`config.mk`:
```
export PLATFORM = sky130hd
export DESIGN_NAME = main_control
export DESIGN_NICKNAME = d
export VERILOG_FILES = /design/src/rtl/main_control_pkg.sv /design/src/rtl/main_control_dec.sv /design/src/rtl/main_control.sv
export SDC_FILE = /design/constraint.sdc
export NUM_CORES = 1
export LEC_CHECK = 0
export CORE_AREA = 10 10 47 49
export DETAILED_ROUTE_END_ITERATION = 7
export DIE_AREA = 0 0 57 59
export HOLD_SLACK_MARGIN = 0.15
export SETUP_SLACK_MARGIN = 0.15
export SLEW_MARGIN = 20
export SYNTH_ARGS = -nofsm -noshare
export SYNTH_HDL_FRONTEND = slang
export SYNTH_HIERARCHICAL = 1
export SYNTH_SLANG_ARGS = --single-unit
```
`constraint.sdc`:
```
create_clock -name clk -period 0.8 [get_ports clk]
set_input_delay 0.2 -clock clk [delete_from_list [all_inputs] [get_ports clk]]
set_output_delay 0.2 -clock clk [all_outputs]
set_load 0.01 [all_outputs]
```
`src/rtl/main_control_pkg.sv`:
```
`default_nettype none
// ============================================================================
//  Module      : main_control_pkg
//  Description : Shared opcode constants, ALU-control class encodings and the
//                bundled control-word type for the main control decoder.
//  Revision    : 1.0 - initial release
// ============================================================================
package main_control_pkg;

    // Instruction opcode field values, instruction bits [6:0]
    localparam logic [6:0] OP_RTYPE  = 7'b0110011;
    localparam logic [6:0] OP_LOAD   = 7'b0000011;
    localparam logic [6:0] OP_STORE  = 7'b0100011;
    localparam logic [6:0] OP_BRANCH = 7'b1100011;
    localparam logic [6:0] OP_ITYPE  = 7'b0010011;

    // ALU-control class handed to the downstream ALU decoder
    localparam logic [1:0] ALUOP_ADD   = 2'b00;
    localparam logic [1:0] ALUOP_SUB   = 2'b01;
    localparam logic [1:0] ALUOP_RTYPE = 2'b10;
    localparam logic [1:0] ALUOP_ITYPE = 2'b11;

    // Seven datapath control signals plus the illegal-opcode flag
    typedef struct packed {
        logic       branch;
        logic       memRead;
        logic       memtoReg;
        logic [1:0] aluOp;
        logic       memWrite;
        logic       aluSrc;
        logic       regWrite;
        logic       illegal;
    } ctrl_t;

    // Safe control word: nothing writes memory or the register file
    function automatic ctrl_t ctrlIllegal();
        ctrl_t c_word;
        c_word         = '0;
        c_word.illegal = 1'b1;
        return c_word;
    endfunction

endpackage : main_control_pkg
`default_nettype wire

```
`src/rtl/main_control_dec.sv`:
```
`default_nettype none
// ============================================================================
//  Module      : main_control_dec
//  Description : Purely combinational opcode-to-control-word decoder. Any
//                opcode not in the decoded set (including X/Z in simulation)
//                falls through to the safe illegal word.
//  Revision    : 1.0 - initial release
// ============================================================================
module main_control_dec
    import main_control_pkg::*;
(
    input  logic [6:0] i_op,
    output ctrl_t      o_ctrl
);

    // Start from the safe word so unmatched or unknown opcodes can never write
    always_comb begin
        o_ctrl = ctrlIllegal();
        case (i_op)
            OP_RTYPE: begin
                o_ctrl.aluOp    = ALUOP_RTYPE;
                o_ctrl.regWrite = 1'b1;
                o_ctrl.illegal  = 1'b0;
            end
            OP_LOAD: begin
                o_ctrl.memRead  = 1'b1;
                o_ctrl.memtoReg = 1'b1;
                o_ctrl.aluOp    = ALUOP_ADD;
                o_ctrl.aluSrc   = 1'b1;
                o_ctrl.regWrite = 1'b1;
                o_ctrl.illegal  = 1'b0;
            end
            OP_STORE: begin
                // memtoReg is a don't-care for stores but is driven low
                o_ctrl.memtoReg = 1'b0;
                o_ctrl.aluOp    = ALUOP_ADD;
                o_ctrl.memWrite = 1'b1;
                o_ctrl.aluSrc   = 1'b1;
                o_ctrl.illegal  = 1'b0;
            end
            OP_BRANCH: begin
                o_ctrl.branch   = 1'b1;
                o_ctrl.aluOp    = ALUOP_SUB;
                o_ctrl.illegal  = 1'b0;
            end
            OP_ITYPE: begin
                o_ctrl.aluOp    = ALUOP_ITYPE;
                o_ctrl.aluSrc   = 1'b1;
                o_ctrl.regWrite = 1'b1;
                o_ctrl.illegal  = 1'b0;
            end
            default: begin
                o_ctrl = ctrlIllegal();
            end
        endcase
    end

endmodule : main_control_dec
`default_nettype wire

```
`src/rtl/main_control.sv`:
```
`default_nettype none
// ============================================================================
//  Module      : main_control
//  Description : Main control unit. Decodes the instruction opcode into the
//                datapath control signals, optionally through one output
//                register stage with asynchronous active-low clear.
//  Revision    : 1.0 - initial release
// ============================================================================
module main_control
    import main_control_pkg::*;
#(
    parameter int REG_OUT = 1
)(
    input  logic       clk,
    input  logic       rst_n,
    output logic       Branch,
    output logic       MemRead,
    output logic       MemtoReg,
    output logic [1:0] ALUop,
    output logic       MemWrite,
    output logic       ALUsrc,
    output logic       RegWrite,
    input  logic [6:0] OP,
    output logic       IllegalOp
);

    ctrl_t w_decCtrl;
    ctrl_t w_outCtrl;

    main_control_dec u_dec (
        .i_op   (OP),
        .o_ctrl (w_decCtrl)
    );

    generate
        if (REG_OUT != 0) begin : g_regOut
            ctrl_t r_ctrl;

            // One-cycle output register; reset clears every output, flag included
            always_ff @(posedge clk or negedge rst_n) begin
                if (!rst_n) begin
                    r_ctrl <= '0;
                end else begin
                    r_ctrl <= w_decCtrl;
                end
            end

            assign w_outCtrl = r_ctrl;
        end else begin : g_combOut
            // Clock and reset have no function in the combinational build
            logic w_unusedClkRst;
            assign w_unusedClkRst = clk ^ rst_n;
            assign w_outCtrl      = w_decCtrl;
        end
    endgenerate

    // Unpack the control word onto the legacy port list
    assign Branch    = w_outCtrl.branch;
    assign MemRead   = w_outCtrl.memRead;
    assign MemtoReg  = w_outCtrl.memtoReg;
    assign ALUop     = w_outCtrl.aluOp;
    assign MemWrite  = w_outCtrl.memWrite;
    assign ALUsrc    = w_outCtrl.aluSrc;
    assign RegWrite  = w_outCtrl.regWrite;
    assign IllegalOp = w_outCtrl.illegal;

endmodule : main_control
`default_nettype wire

```
==> flow_summary.ini, run 1 <==
[status]
status = finished with violations
violations = negative setup slack

[routing]
via_per_inst = 4.43
wirelength_um = 837
vias = 279
postRouteAntennaNets = 0
drt_iter0_drc = 2
drc_errors = 0
wl_per_cell_um = 13.3
drt-pass1-iter-count = 2

[worst_setup_path]
max_stage_delay_ns = 0.38
startpoint_type = register
cp.required_ns = 0.60
cp.arrival_ns = 0.76
crit_chain = buf_6
crit_type = reg2out
end_kind = primary output
slowest_stage = dfrtp_1
path_buf_inv = 1
critPathMaxFanout = 1
cp_top_family = flip-flops

[global_route]
grt_usage = 0.0566
gr-total-overflow = 0
grt_pass1_vias = 304
antenna_found_initial = 0
grt_pass1_wl_mm = 1.40
grt_max_degree = 10

[synth]
synth_adder_area_share = 0
synthSimpleGateAreaFrac = 0.192
synth_seq_cells = 9
synthDistinctLibCells = 15
synth_cells = 24
ys_seq_area_frac = 0.679
synth_area_um2 = 332
synthXorXnorAreaFrac = 0
yosys_warnings = 6
synth_top_family_by_area = simple AND/OR/NAND/NOR gates
synth_mux_area_frac = 0
avgSynthCellArea_um2 = 13.8
synth_nets = 33
synth_compound_gate_area_share = 0.0604

[timing]
setup_slack_ns = -0.158
fmax_mhz = 1040
period_share = 1.20
hold_viol = 0
setup_viol_count_final = 9
drv_slew = 0
rsz0062_at_grt = true
fin_crit_ns = 0.958
max_slew.worst_pin.slew_ns = 0.211
slew_headroom = 0.858

[floorplan]
die_x_um = 57
num_rows = 14
start_util = 0.237
coreArea_mm2 = 0.00140
die_y_um = 59
ios = 18
dieArea_mm2 = 0.00336

[pwr]
ir_worst_vdd_mv = 0.549
fin_total_pwr_mw = 0.911
pwr_density_cell_mw_per_mm2 = 1550
p_leak_nw = 0.279

[cts]
clk_path_buf_depth = 2
clk_pin_slew_ns = 0.06
cts_tree = built
cts_setup_buffers = 0
cts_max_level = 1
root_buffer = clkbuf_4
cts_buffers = 3
cts_num_sinks = 9

[worst_hold_path]
worstHoldPathType = in2reg

[final_layout]
final_layout_size_suffix_gt1_frac = 0.638
area_delta_synth_final_pct = 77.7
insertedDiodeCount = 0
nets = 57

[place]
io_buffers = 17
place_hpwl_um = 709
finalWeightedCongestion = 0.795
post-place-ws_ns = -0.464

[run]
cap_violations = 0
layer usage:
metal | global-route usage | wire (µm) | vias up
met2 | 0.0915 | 458 | 11
met1 | 0.0474 | 299 | 137
met3 | 0.0236 | 55 | 2
met4 | 0.0705 | 24 | 0
li1 | - | - | 129
met5 | 0 | 0 | -
placed cells by master (no fill, tap or decap), drive strengths merged:
cell	n
nor3	1
a21oi	1
a211oi	1
buf	21
nor4	1
nor2	1
a21o	1
nand2b	1
clkinv	1
clkdlybuf4s50	1
or3b	1
nor3b	2
dfrtp	9
nand4bb	1
clkbuf	3
nand3b	1
timing repair:
item,in CTS,in global routing
pin swaps,4,2
hold buffers,0,0
gates resized for setup,68,7
endpoints found under the setup margin,18,15
worst min-delay path: stages:
cell	delay, ns
buf_2	0.10
buf_6	0.11
nor4_4	0.04
stage by stage:
step / hold WS, ns / TNS [ns] / std cells / utilization / cell area [µm²]
2_1_floorplan: -0.0956 / -0.0918 / 24 / - / 350
3_3_place_gp: 0.535 / -5.62 / 59 / 0.403 / 564
4_1_cts: 0.215 / -1.50 / 63 / 0.392 / 549
5_1_grt: 0.231 / -1.64 / 63 / 0.421 / 589
6_report: 0.234 / -1.32 / 63 / 0.421 / 589
3_5_place_dp: 0.531 / -5.99 / 59 / 0.403 / 564
power breakdown:
part	switching (mW)	internal (mW)	leakage [nW]
logic	0.0485	0.0651	0.141
clock network	0.153	0.184	0.0177
registers	0.00128	0.460	0.120
total	0.203	0.709	0.279
area by class of cell:
cell class | count | area, µm²
Fill cell | 137 | 812
Sequential cell | 9 | 225
Multi-Input combinational cell | 12 | 118
Clock inverter | 1 | 5.00
Timing Repair Buffer | 22 | 199
Clock buffer | 3 | 22.5
Tap cell | 16 | 20.0
worst paths after layout:
| check | to | slack (ns) | from | cells after the start |
|---|---|---|---|---|
| worst max-delay path | MemRead | -0.16 | MemRead$_DFF_PN0_ | 1 |
| worst min-delay path | MemRead$_DFF_PN0_ | 0.23 | OP[4] | 3 |
| max in group asynchronous | IllegalOp$_DFF_PN0_ | 0.44 | rst_n | 2 |
| min in group asynchronous | Branch$_DFF_PN0_ | 0.26 | rst_n | 2 |
synth_stat cells:
cell type | n | area share
nor3b_1 | 2 | 0.045
nor4_1 | 1 | 0.019
nand2b_1 | 1 | 0.019
a211oi_1 | 1 | 0.023
dfrtp_1 | 9 | 0.68
nand3b_1 | 1 | 0.023
a21oi_1 | 1 | 0.015
a21o_1 | 1 | 0.023
nor2_1 | 1 | 0.011
buf_6 | 1 | 0.034
clkbuf_1 | 1 | 0.011
or3b_1 | 1 | 0.026
buf_4 | 1 | 0.023
nor3_1 | 1 | 0.015
nand4bb_1 | 1 | 0.034
flip-flops by register name, indices dropped and copies added, names as in the netlist:
register	flops
MemWrite	1
ALUsrc	1
Branch	1
MemRead	1
IllegalOp	1
RegWrite	1
MemtoReg	1
ALUop	2
logic make-up after synthesis:
group | count (synthesis)
AND/OR/NAND/NOR | 9
flip-flops | 9
AO/OA/AOI/OAI | 3
buffers and inverters | 3
No activity file was read; power rests on OpenSTA's default activity.
==> run 2, diff against run 1 <==
Settings changed: CELL_PAD_IN_SITES_DETAIL_PLACEMENT set to 1, CELL_PAD_IN_SITES_GLOBAL_PLACEMENT set to 2, CORE_AREA 10 10 47 49 to not set, CORE_MARGIN set to 10, CORE_UTILIZATION set to 19, DIE_AREA 0 0 57 59 to not set, GPL_ROUTABILITY_DRIVEN set to 0, PLACE_DENSITY_LB_ADDON set to 0.1.
==> flow_summary.ini, run 2 (synthesis gave the netlist of run 1 again) <==
[pwr]
p_leak_nw = 0.309
fin_total_pwr_mw = 0.939
pwr_density_cell_mw_per_mm2 = 1470
ir_worst_vdd_mv = 0.376

[floorplan]
die_y_um = 61.8
num_rows = 15
ios = 18
coreArea_mm2 = 0.00169
start_util = 0.196
die_x_um = 61.8
dieArea_mm2 = 0.00382

[timing]
slew_headroom = 0.846
rsz0062_at_grt = true
hold_viol = 0
max_slew.worst_pin.slew_ns = 0.229
period_share = 1.20
setup_slack_ns = -0.162
drv_slew = 0
setup_viol_count_final = 9
fmax_mhz = 1040
fin_setup_tns_ns = -1.32
fin_crit_ns = 0.962
holdWs_ns = 0.179

[global_route]
grt_usage = 0.0571
antenna_found_initial = 0
gr-total-overflow = 0
grt_pass1_wl_mm = 1.51
grt_pass1_vias = 352
grt_max_degree = 10

[worst_setup_path]
crit_chain = buf_6
slowest_stage = dfrtp_1
cp.required_ns = 0.60
end_kind = primary output
path_depth = 1
crit_type = reg2out
startpoint_type = register
max_stage_delay_ns = 0.38
path_buf_inv = 1
critPathMaxFanout = 1
cp.arrival_ns = 0.76
cp_top_family = flip-flops

[final_layout]
final_cell_mix = buf_2 (11), dfrtp_1 (9), buf_6 (9), buf_4 (5), clkbuf_4 (3)
final_layout_size_suffix_gt1_frac = 0.731
largest_reg_flops = 2
insertedDiodeCount = 0
nets = 62
area_delta_synth_final_pct = 92.1
fill_cells = 186
final_common_cell = buf_2

[status]
status = finished with violations
violations = negative setup slack

[routing]
drt_iter0_drc = 3
postRouteAntennaNets = 0
via_per_inst = 4.43
vias = 306
drt-pass1-iter-count = 2
wirelength_um = 965
wl_per_cell_um = 14.0
drc_errors = 0

[place]
io_buffers = 17
place_hpwl_um = 755

[cts]
cts_hold_buf = 0
clk_path_buf_depth = 2
root_buffer = clkbuf_4
cts_buffers = 3
cts_tree = built
cts_max_level = 1
cts_num_sinks = 9
clk_pin_slew_ns = 0.06

[run]
cap_violations = 0

[worst_hold_path]
worstHoldPathType = in2reg
min_path_cells = 2
-- run 2: changes by cell type in the layout (fill, tap and decap cells not counted), sizes merged --
cell,previous run,this run
clkinv,1,0
buf,21,26
clkbuf,3,4
-- run 2: power breakdown --
group / internal, mW / leakage, nW / switching (mW)
Combinational: 0.0785 / 0.174 / 0.0564
Sequential: 0.460 / 0.120 / 0.00148
Clock: 0.192 / 0.0150 / 0.151
-- run 2: layer usage --
metal	global-route usage	wire [µm]	part of all wire
met4	0.0669	44	0.046
met3	0.0163	84	0.087
met2	0.0849	473	0.49
met5	0	0	0
met1	0.0592	362	0.38
-- run 2: repair_timing --
item / in CTS / in global routing
pin swaps: 7 / 4
endpoints found under the hold margin: 0 / 0
setup buffers: 3 / 0
endpoints found under the setup margin: 18 / 18
resized for setup: 71 / 7
-- run 2: path summary, 6_finish.rpt --
check	slack, ns	startpoint	to
max in group asynchronous	0.44	rst_n	MemRead$_DFF_PN0_
hold / removal	0.18	OP[5]	ALUsrc$_DFF_PN0_
setup / recovery	-0.16	RegWrite$_DFF_PN0_	RegWrite
min in group asynchronous	0.26	rst_n	ALUop[0]$_DFF_PN0_
-- run 2: through the flow --
| stage | cell area (µm²) | cells | util | worst slack, ns |
|---|---|---|---|---|
| CTS | 598 | 69 | 0.354 | -0.177 |
| detailed placement | 581 | 62 | 0.344 | -0.480 |
| global placement | 581 | 62 | 0.344 | -0.464 |
| floorplan | 350 | 24 | - | -0.0581 |
| global route | 637 | 69 | 0.377 | -0.200 |
| finish | 637 | 69 | 0.377 | -0.162 |
-- run 2: cell type report --
cell class	count	area, µm²	area share
flip-flops and latches	9	225	0.354
repair buffers	27	224	0.352
multi-input cells	12	140	0.220
clock buffers	4	26.3	0.0413
well taps	17	21.3	0.0334
